===== src/rtl/btn_debounce_scheduler_if.sv =====
// Signal bundle between the button pins / UART control side and the shared-timer debouncer.
// The master drives raw button levels and the slave returns the debounced view.
interface btn_debounce_scheduler_if #(
    parameter int NUM_BTN = 4
);
    localparam int IDX_W = $clog2(NUM_BTN);

    logic [NUM_BTN-1:0] btn;
    logic [NUM_BTN-1:0] db_level;
    logic [NUM_BTN-1:0] db_tick;
    logic               busy;
    logic [IDX_W-1:0]   grant_idx;

    modport master (
        output btn,
        input  db_level,
        input  db_tick,
        input  busy,
        input  grant_idx
    );

    modport slave (
        input  btn,
        output db_level,
        output db_tick,
        output busy,
        output grant_idx
    );
endinterface


===== src/rtl/btn_debounce_scheduler.sv =====
// Debounces NUM_BTN raw inputs with a single shared settle timer that a round-robin
// scheduler lends to whichever input's synchronized level disagrees with its debounced level.
module btn_debounce_scheduler #(
    parameter int NUM_BTN = 4,
    parameter int N       = 22
) (
    input  logic                     clk,
    input  logic                     reset,
    btn_debounce_scheduler_if.slave  bus
);
    localparam int IDX_W = $clog2(NUM_BTN);

    localparam logic [0:0] S_IDLE   = 1'b0;
    localparam logic [0:0] S_TIMING = 1'b1;

    localparam logic [IDX_W-1:0] LAST_IDX = IDX_W'(NUM_BTN - 1);

    logic [NUM_BTN-1:0] r_sync1;
    logic [NUM_BTN-1:0] r_sync2;
    logic [NUM_BTN-1:0] r_db_level;
    logic [NUM_BTN-1:0] r_db_tick;
    logic [0:0]         r_state;
    logic [N-1:0]       r_count;
    logic [IDX_W-1:0]   r_cur;
    logic [IDX_W-1:0]   r_rr_ptr;

    logic [NUM_BTN-1:0] w_req;
    logic               w_any_req;
    logic [IDX_W-1:0]   w_pick;
    logic [IDX_W-1:0]   w_rr_next;
    logic               w_cur_req;
    logic               w_last_tick;

    // A request is a level mismatch, so a waiting input can never lose its turn.
    genvar gi;
    generate
        for (gi = 0; gi < NUM_BTN; gi++) begin : g_req
            assign w_req[gi] = r_sync2[gi] ^ r_db_level[gi];
        end
    endgenerate

    assign w_any_req = |w_req;

    // First requester at or after rr_ptr, wrapping without assuming a power-of-2 count.
    always_comb begin
        int  cand;
        logic found;
        cand   = 0;
        found  = 1'b0;
        w_pick = '0;
        for (int k = 0; k < NUM_BTN; k++) begin
            cand = int'(r_rr_ptr) + k;
            if (cand >= NUM_BTN) begin
                cand = cand - NUM_BTN;
            end
            if (!found && w_req[cand]) begin
                found  = 1'b1;
                w_pick = IDX_W'(cand);
            end
        end
    end

    assign w_rr_next   = (w_pick == LAST_IDX) ? '0 : (w_pick + 1'b1);
    assign w_cur_req   = w_req[r_cur];
    assign w_last_tick = (r_count == N'(1));

    always_ff @(posedge clk or negedge reset) begin
        if (!reset) begin
            r_sync1    <= '0;
            r_sync2    <= '0;
            r_db_level <= '0;
            r_db_tick  <= '0;
            r_state    <= S_IDLE;
            r_count    <= '0;
            r_cur      <= '0;
            r_rr_ptr   <= '0;
        end else begin
            r_sync1   <= bus.btn;
            r_sync2   <= r_sync1;
            r_db_tick <= '0;
            case (r_state)
                S_IDLE: begin
                    if (w_any_req) begin
                        r_cur    <= w_pick;
                        r_rr_ptr <= w_rr_next;
                        r_count  <= '1;
                        r_state  <= S_TIMING;
                    end
                end
                S_TIMING: begin
                    if (w_cur_req) begin
                        r_count <= r_count - 1'b1;
                        if (w_last_tick) begin
                            r_db_level[r_cur] <= r_sync2[r_cur];
                            r_db_tick[r_cur]  <= r_sync2[r_cur];
                            r_state           <= S_IDLE;
                        end
                    end else begin
                        // Input bounced back before settling: drop the grant, keep the count.
                        r_state <= S_IDLE;
                    end
                end
                default: r_state <= S_IDLE;
            endcase
        end
    end

    assign bus.db_level  = r_db_level;
    assign bus.db_tick   = r_db_tick;
    assign bus.busy      = (r_state == S_TIMING);
    assign bus.grant_idx = r_cur;
endmodule


===== src/flat_wrapper.sv =====
// flat-port wrapper written by rule: the top's interface ports become plain ports
module btn_debounce_scheduler_flat 
#(
    parameter int NUM_BTN = 4,
    parameter int N       = 22
)
  (clk, reset, bus_btn, bus_db_level, bus_db_tick, bus_busy, bus_grant_idx);
  btn_debounce_scheduler_if #(.NUM_BTN(NUM_BTN)) bus_i ();
  input  logic clk;
  input  logic reset;
  input wire logic [$bits(bus_i.btn)-1:0] bus_btn;
  output wire logic [$bits(bus_i.db_level)-1:0] bus_db_level;
  output wire logic [$bits(bus_i.db_tick)-1:0] bus_db_tick;
  output wire logic [$bits(bus_i.busy)-1:0] bus_busy;
  output wire logic [$bits(bus_i.grant_idx)-1:0] bus_grant_idx;
  assign bus_i.btn = bus_btn;
  assign bus_db_level = bus_i.db_level;
  assign bus_db_tick = bus_i.db_tick;
  assign bus_busy = bus_i.busy;
  assign bus_grant_idx = bus_i.grant_idx;
  btn_debounce_scheduler #(.NUM_BTN(NUM_BTN), .N(N)) u_core (.clk(clk), .reset(reset), .bus(bus_i));
endmodule

===== config.mk =====
export PLATFORM = sky130hd
export DESIGN_NAME = btn_debounce_scheduler_flat
export DESIGN_NICKNAME = d
export VERILOG_FILES = /design/src/rtl/btn_debounce_scheduler_if.sv /design/src/rtl/btn_debounce_scheduler.sv /design/src/flat_wrapper.sv
export SDC_FILE = /design/constraint.sdc
export NUM_CORES = 1
export LEC_CHECK = 0
export ABC_AREA = 1
export CORE_MARGIN = 4
export CORE_UTILIZATION = 59
export DETAILED_ROUTE_END_ITERATION = 8
export GPL_TIMING_DRIVEN = 0
export PLACE_DENSITY = 0.8
export SETUP_SLACK_MARGIN = 0.4
export SLEW_MARGIN = 20
export SYNTH_ARGS = -nofsm -noshare
export SYNTH_HDL_FRONTEND = slang
export SYNTH_SLANG_ARGS = --single-unit

===== constraint.sdc =====
create_clock -name clk -period 1.75 [get_ports clk]
set_input_delay 0.2625 -clock clk [delete_from_list [all_inputs] [get_ports clk]]
set_output_delay 0.2625 -clock clk [all_outputs]
set_load 0.02 [all_outputs]

# == Word-level counts from Yosys, hierarchy flattened ==
# Index checks and enable logic that the tools add are counted.
# op_classes
n_bitwise,6
muxes,41
magnitude_cmp,10
reduce_logical,11
eq_ne,4
n_addsub,9
# op_table
cell,count
$lt A32 B4 Y1 const B,4
$mux W32,4
$ge A32 B4 Y1 const B,3
$sub A32 B4 Y32 const B,3
$mux W22,2
$pmux W22 S2,1
$eq A22 B1 Y1 const B,1
$sub A22 B1 Y22 const B,1
$mux W1,17
$bmux W1 S2,6
$mux W4,3
$mux W2,5
$add A2 B2 Y3 const B,2
$and A4 B4 Y4,1
$bwmux W4,1
$logic_and A1 B1 Y1,4
$reduce_and A2 Y1,2
$reduce_or A4 Y1,1
$sub A2 B3 Y4 const B,1
$xor A1 B1 Y1,4
$add A2 B1 Y3 const B,1
$ge A2 B3 Y1 const B,1
$logic_not A1 Y1,3
$lt A2 B3 Y1 const B,1
9 further kinds,9
# totals
ff_bits,43
wordCells,89
inputBits,6

# == Longest topological paths before layout ==
# depth
depth_word,17
depth_mapped,14
mapped_depth_nobuf,14

# == Least setup slack after synthesis ==
# Ideal clock, no wire load.
# synth_timing
path_type,register to register
start,register u_core.r_db_level[3] (netlist: u_core.bus.db_level[3])
end,register u_core.r_count[4]
path_slack_ns,0.167
n_path_buf,1
setup_ns,0.123
required_ns,1.627
t_arrival_ns,1.461
path_stages_with_launch,9
synth_period_minus_slack_ns,1.583
cell_sequence,dfrtp_1 nand2_1 nand2_2 nand3_2 o21ai_4 inv_2 buf_6 a31oi_1 nand2_1
# synth_via
elab_chain_cells,5
elab_cells_between_ends,7
classes_between,2 x eq/ne; 2 x mux; 1 x bitwise; 2 x reduce/logical
# synth_lines
element,line_no,text
"start, declared",btn_debounce_scheduler.sv:20,logic [NUM_BTN-1:0] r_db_level;
"start signal, assigned by index",btn_debounce_scheduler.sv:94,r_db_level[r_cur] <= r_sync2[r_cur];
$xor A1 B1 Y1 (*),btn_debounce_scheduler.sv:38,assign w_req[gi] = r_sync2[gi] ^ r_db_level[gi];
$bmux W1 S2,btn_debounce_scheduler.sv:64,assign w_cur_req = w_req[r_cur];
$mux W1 (not written as such),btn_debounce_scheduler.sv:64,
$ne A2 B2 Y1 (no line),n/a,
$reduce_and A2 Y1 (no line) (*),n/a,
"end signal, assigned",btn_debounce_scheduler.sv:92,r_count <= r_count - 1'b1;
"end, declared",btn_debounce_scheduler.sv:23,logic [N-1:0] r_count;
# Mark *: on every way between the ends. The rest lies on a longest branch, timed or not. The select of a mux whose other input is x is not followed.
# A chain may end at the register's enable or synchronous reset.

# == Final worst setup path ==
# layout_timing
start,register u_core.r_count[0]
end,register u_core.r_count[12]
# layout_via
elab_chain_cells,3
# layout_lines
element,line_no,text
$sub A22 B1 Y22,btn_debounce_scheduler.sv:92,
$mux W22,btn_debounce_scheduler.sv:91,if (w_cur_req) begin
$pmux W22 S2,btn_debounce_scheduler.sv:81,case (r_state)
# Every way passes these cells. The select of a mux whose other input is x is not followed.

==> impl_metrics.py <==
metrics = {
    "detailed_routing": {
        "drc_errors": 0,
        "first_pass_iters": 5,
        "ant_nets": 0,
        "first_iter_violations": 366,
        "dr_total_vias": 2529,
        "wl_per_cell_microns": 16.11,
        "drt_wl_total_microns": 6831,
        "vias_per_cell": 5.965,
    },
    "global_routing": {
        "grt.overflow.total": 0,
        "track_usage": 0.2450,
        "grt_pass1_vias": 2170,
        "grt_max_degree": 24,
        "antenna_found_initial": 0,
        "grt_pass1_wl_microns": 10260,
    },
    "critical_path": {
        "crit_slowest_cell": "dfrtp_1",
        "path_class": "flip-flop to flip-flop",
        "required_ps": 1950,
        "critPathTopFamily": "simple AND/OR/NAND/NOR gates",
        "cp-end-kind": "flip-flop",
        "start_kind": "flip-flop",
        "max_stage_delay_ps": 460,
        "critPathArrivalTime_ps": 1990,
        "crit_chain": "inv_2, ha_2, nand2_1, nor3_1, xor2_1, o21ai_0, nand2_1",
        "path_buf_inv": 1,
        "cp_common_cell": "nand2_1",
        "path_max_fanout": 4,
    },
    "place": {
        "placed_cell_area_sq_um": 2861,
        "gp_congestion": 0.9627,
        "dp_hpwl_microns": 4201,
        "port_buffers": 16,
    },
    "synthesis": {
        "synth.area.top_cells": "dfrtp_1 42%, nand2_1 11%, nor2_1 5.5%",
        "yosys_register_bits": 43,
        "yosysTopAreaCellShare": 0.4155,
        "syn-num-nets": 336,
        "ys_warn_count": 0,
        "synthesis.area_sq_um": 2590,
        "synth_seq_area_share": 0.4155,
        "syn_avg_cell_area_sq_um": 7.896,
        "synth_top_area_cell": "dfrtp_1",
        "yosysUniqueCellTypes": 34,
        "synthCells": 328,
    },
    "sta": {
        "fin_crit_sh": 1.026,
        "timing.fmax_mhz": 557.2,
        "finalSetupViolCount": 1,
        "fin_worst_skew_ps": 12.50,
        "drv_slew": 0,
        "relSlewSlack": 0.6524,
        "worst_slew_pin_slew_ps": 521.4,
        "finalHoldViolations": 0,
        "rsz0062_at_grt": "yes",
        "finalSetupTns_ps": -44.84,
        "setup_slack_ps": -44.84,
        "min_period_ps": 1795,
    },
    "cells_and_area": {
        "drive_gt1_frac": 0.3610,
        "area_growth_pct": 30.19,
        "layout_common_cells": "64 x nand2_1, 36 x dfrtp_1, 29 x nor2_1, 23 x inv_1",
        "final_common_cell": "nand2_1",
        "multi_input_area_sq_um": 1520,
        "register_area_sq_um": 1085,
        "final_area_sq_um": 3372,
        "num-fill-cells": 238,
        "n_antenna_cell": 0,
        "fin_nets": 381,
    },
    "cts": {
        "cts_tree": "built",
        "cts_num_sinks": 43,
        "root_buffer": "clkbuf_8",
        "numCtsBuffers": 5,
        "clk_pin_slew_ps": 90,
        "insertion_delay_ps": 310,
        "cts.path.max_buffers": 2,
        "cts.htree.levels": 2,
    },
    "outcome": {
        "violations": "setup timing",
        "status": "finished with violations",
    },
    "die": {
        "core_sq_um": 4115,
        "io_pins": 17,
        "die_y_microns": 74.26,
        "fp-row-count": 23,
        "initial_core_util": 0.6294,
        "die-area_sq_um": 5514,
        "die_w_microns": 74.26,
    },
    "worst_hold_path": {
        "hp-class": "flip-flop to flip-flop",
    },
    "pwr": {
        "max-vdd-ir-drop_mv": 1.158,
        "power_density_nw_per_um2": 1616,
        "p_leak_nw": 1.486,
    },
    "job": {
        "maxCapViolCount": 0,
    },
}
-- synth_stat cells (all sizes together) --
| cell | number |
|---|---|
| nand2 | 89 |
| nor2 | 44 |
| dfrtp | 43 |
| inv | 38 |
| nand3 | 35 |
| o21ai | 31 |
| a21oi | 11 |
| xor2 | 9 |
| nand4 | 7 |
| buf | 5 |
| nor3 | 5 |
| a31oi | 3 |
| ha | 2 |
| nor4 | 2 |
| a21boi | 1 |
| o21a | 1 |
| o22ai | 1 |
| xnor2 | 1 |
-- metrics by stage --
step / power, mW / utilization / hold WS (ps) / setup WS, ps / std cells
after CTS: 4.828 / 0.7680 / 355.8 / 70.35 / 416
after detailed placement: 3.725 / 0.6953 / 259.2 / 31.42 / 395
final: 5.448 / 0.8194 / 352.7 / -44.84 / 424
after floorplan: 3.207 / - / -33.09 / 224.8 / 328
after global routing: 5.777 / 0.8194 / 371.8 / -115.4 / 424
after global placement: 3.640 / 0.6899 / 331.7 / -787.4 / 394
-- cell families after synthesis --
logic type | after synthesis | synth area share
compound gates | 48 | 0.1039
fa+ha+maj | 2 | 0.009660
xor+xnor | 10 | 0.04397
buf+inv | 43 | 0.07874
flops | 43 | 0.4155
simple gates | 182 | 0.3483
-- final timing paths --
| check | from | endpoint | slack [ps] | cells after the start |
|---|---|---|---|---|
| setup / recovery | u_core.r_count[0]$_DFFE_PN0P_ | u_core.r_count[12]$_DFFE_PN0P_ | -40 | 7 |
| hold / removal | u_core.r_sync1[0]$_DFF_PN0_ | u_core.r_sync2[0]$_DFF_PN0_ | 350 | 0 |
| setup reg to reg | u_core.r_count[0]$_DFFE_PN0P_ | u_core.r_count[12]$_DFFE_PN0P_ | -40 | 7 |
| hold reg to reg | u_core.r_sync1[0]$_DFF_PN0_ | u_core.r_sync2[0]$_DFF_PN0_ | 350 | 0 |
| max in group asynchronous | reset | u_core.bus.grant_idx[0]$_DFFE_PN0P_ | 770 | 3 |
| min in group asynchronous | reset | u_core.r_count[21]$_DFFE_PN0P_ | 460 | 2 |
-- power by group --
part / switching [mW] / internal, mW / total (mW) / leakage, nW
sequential: 0.233 / 1.20 / 1.43 / 0.468
combinational: 1.86 / 1.34 / 3.20 / 0.956
clock: 0.354 / 0.462 / 0.816 / 0.0612
-- routing by layer --
metal / routed length, microns / part of all wire / GRT usage
met5: 0 / 0 / 0
met3: 715 / 0.10 / 0.03919
met2: 3116 / 0.46 / 0.3711
met4: 173 / 0.025 / 0.09486
met1: 2825 / 0.41 / 0.3547
-- layout make-up --
cell class              count  share of cell area
flip-flops and latches     43              0.3217
well taps                  50             0.01855
clock inverters             2             0.01039
clock buffers               6             0.02449
multi-input cells         242              0.4508
repair buffers             38              0.1098
inverters                  38             0.04527
plain buffers               5             0.01892
-- registers in the layout, summed over array words and instances (netlist names), named ones only --
| register | cells |
|---|---|
| u_core.r_sync1 | 4 |
| u_core.bus.db_level | 4 |
| u_core.bus.db_tick | 4 |
| u_core.r_count | 22 |
| u_core.bus.busy | 1 |
| u_core.r_rr_ptr | 1 |
| u_core.r_sync2 | 4 |
| u_core.bus.grant_idx | 2 |
-- timing repair --
item,4_1_cts,5_1_grt
hold buffers,1,0
gates resized for setup,40,48
setup endpoints to repair,46,39
pin swaps,13,13
buffers inserted,11,7
gates cloned,1,1
endpoints found under the hold margin,20,0
Note: power is estimated with default switching activity, not from simulation.
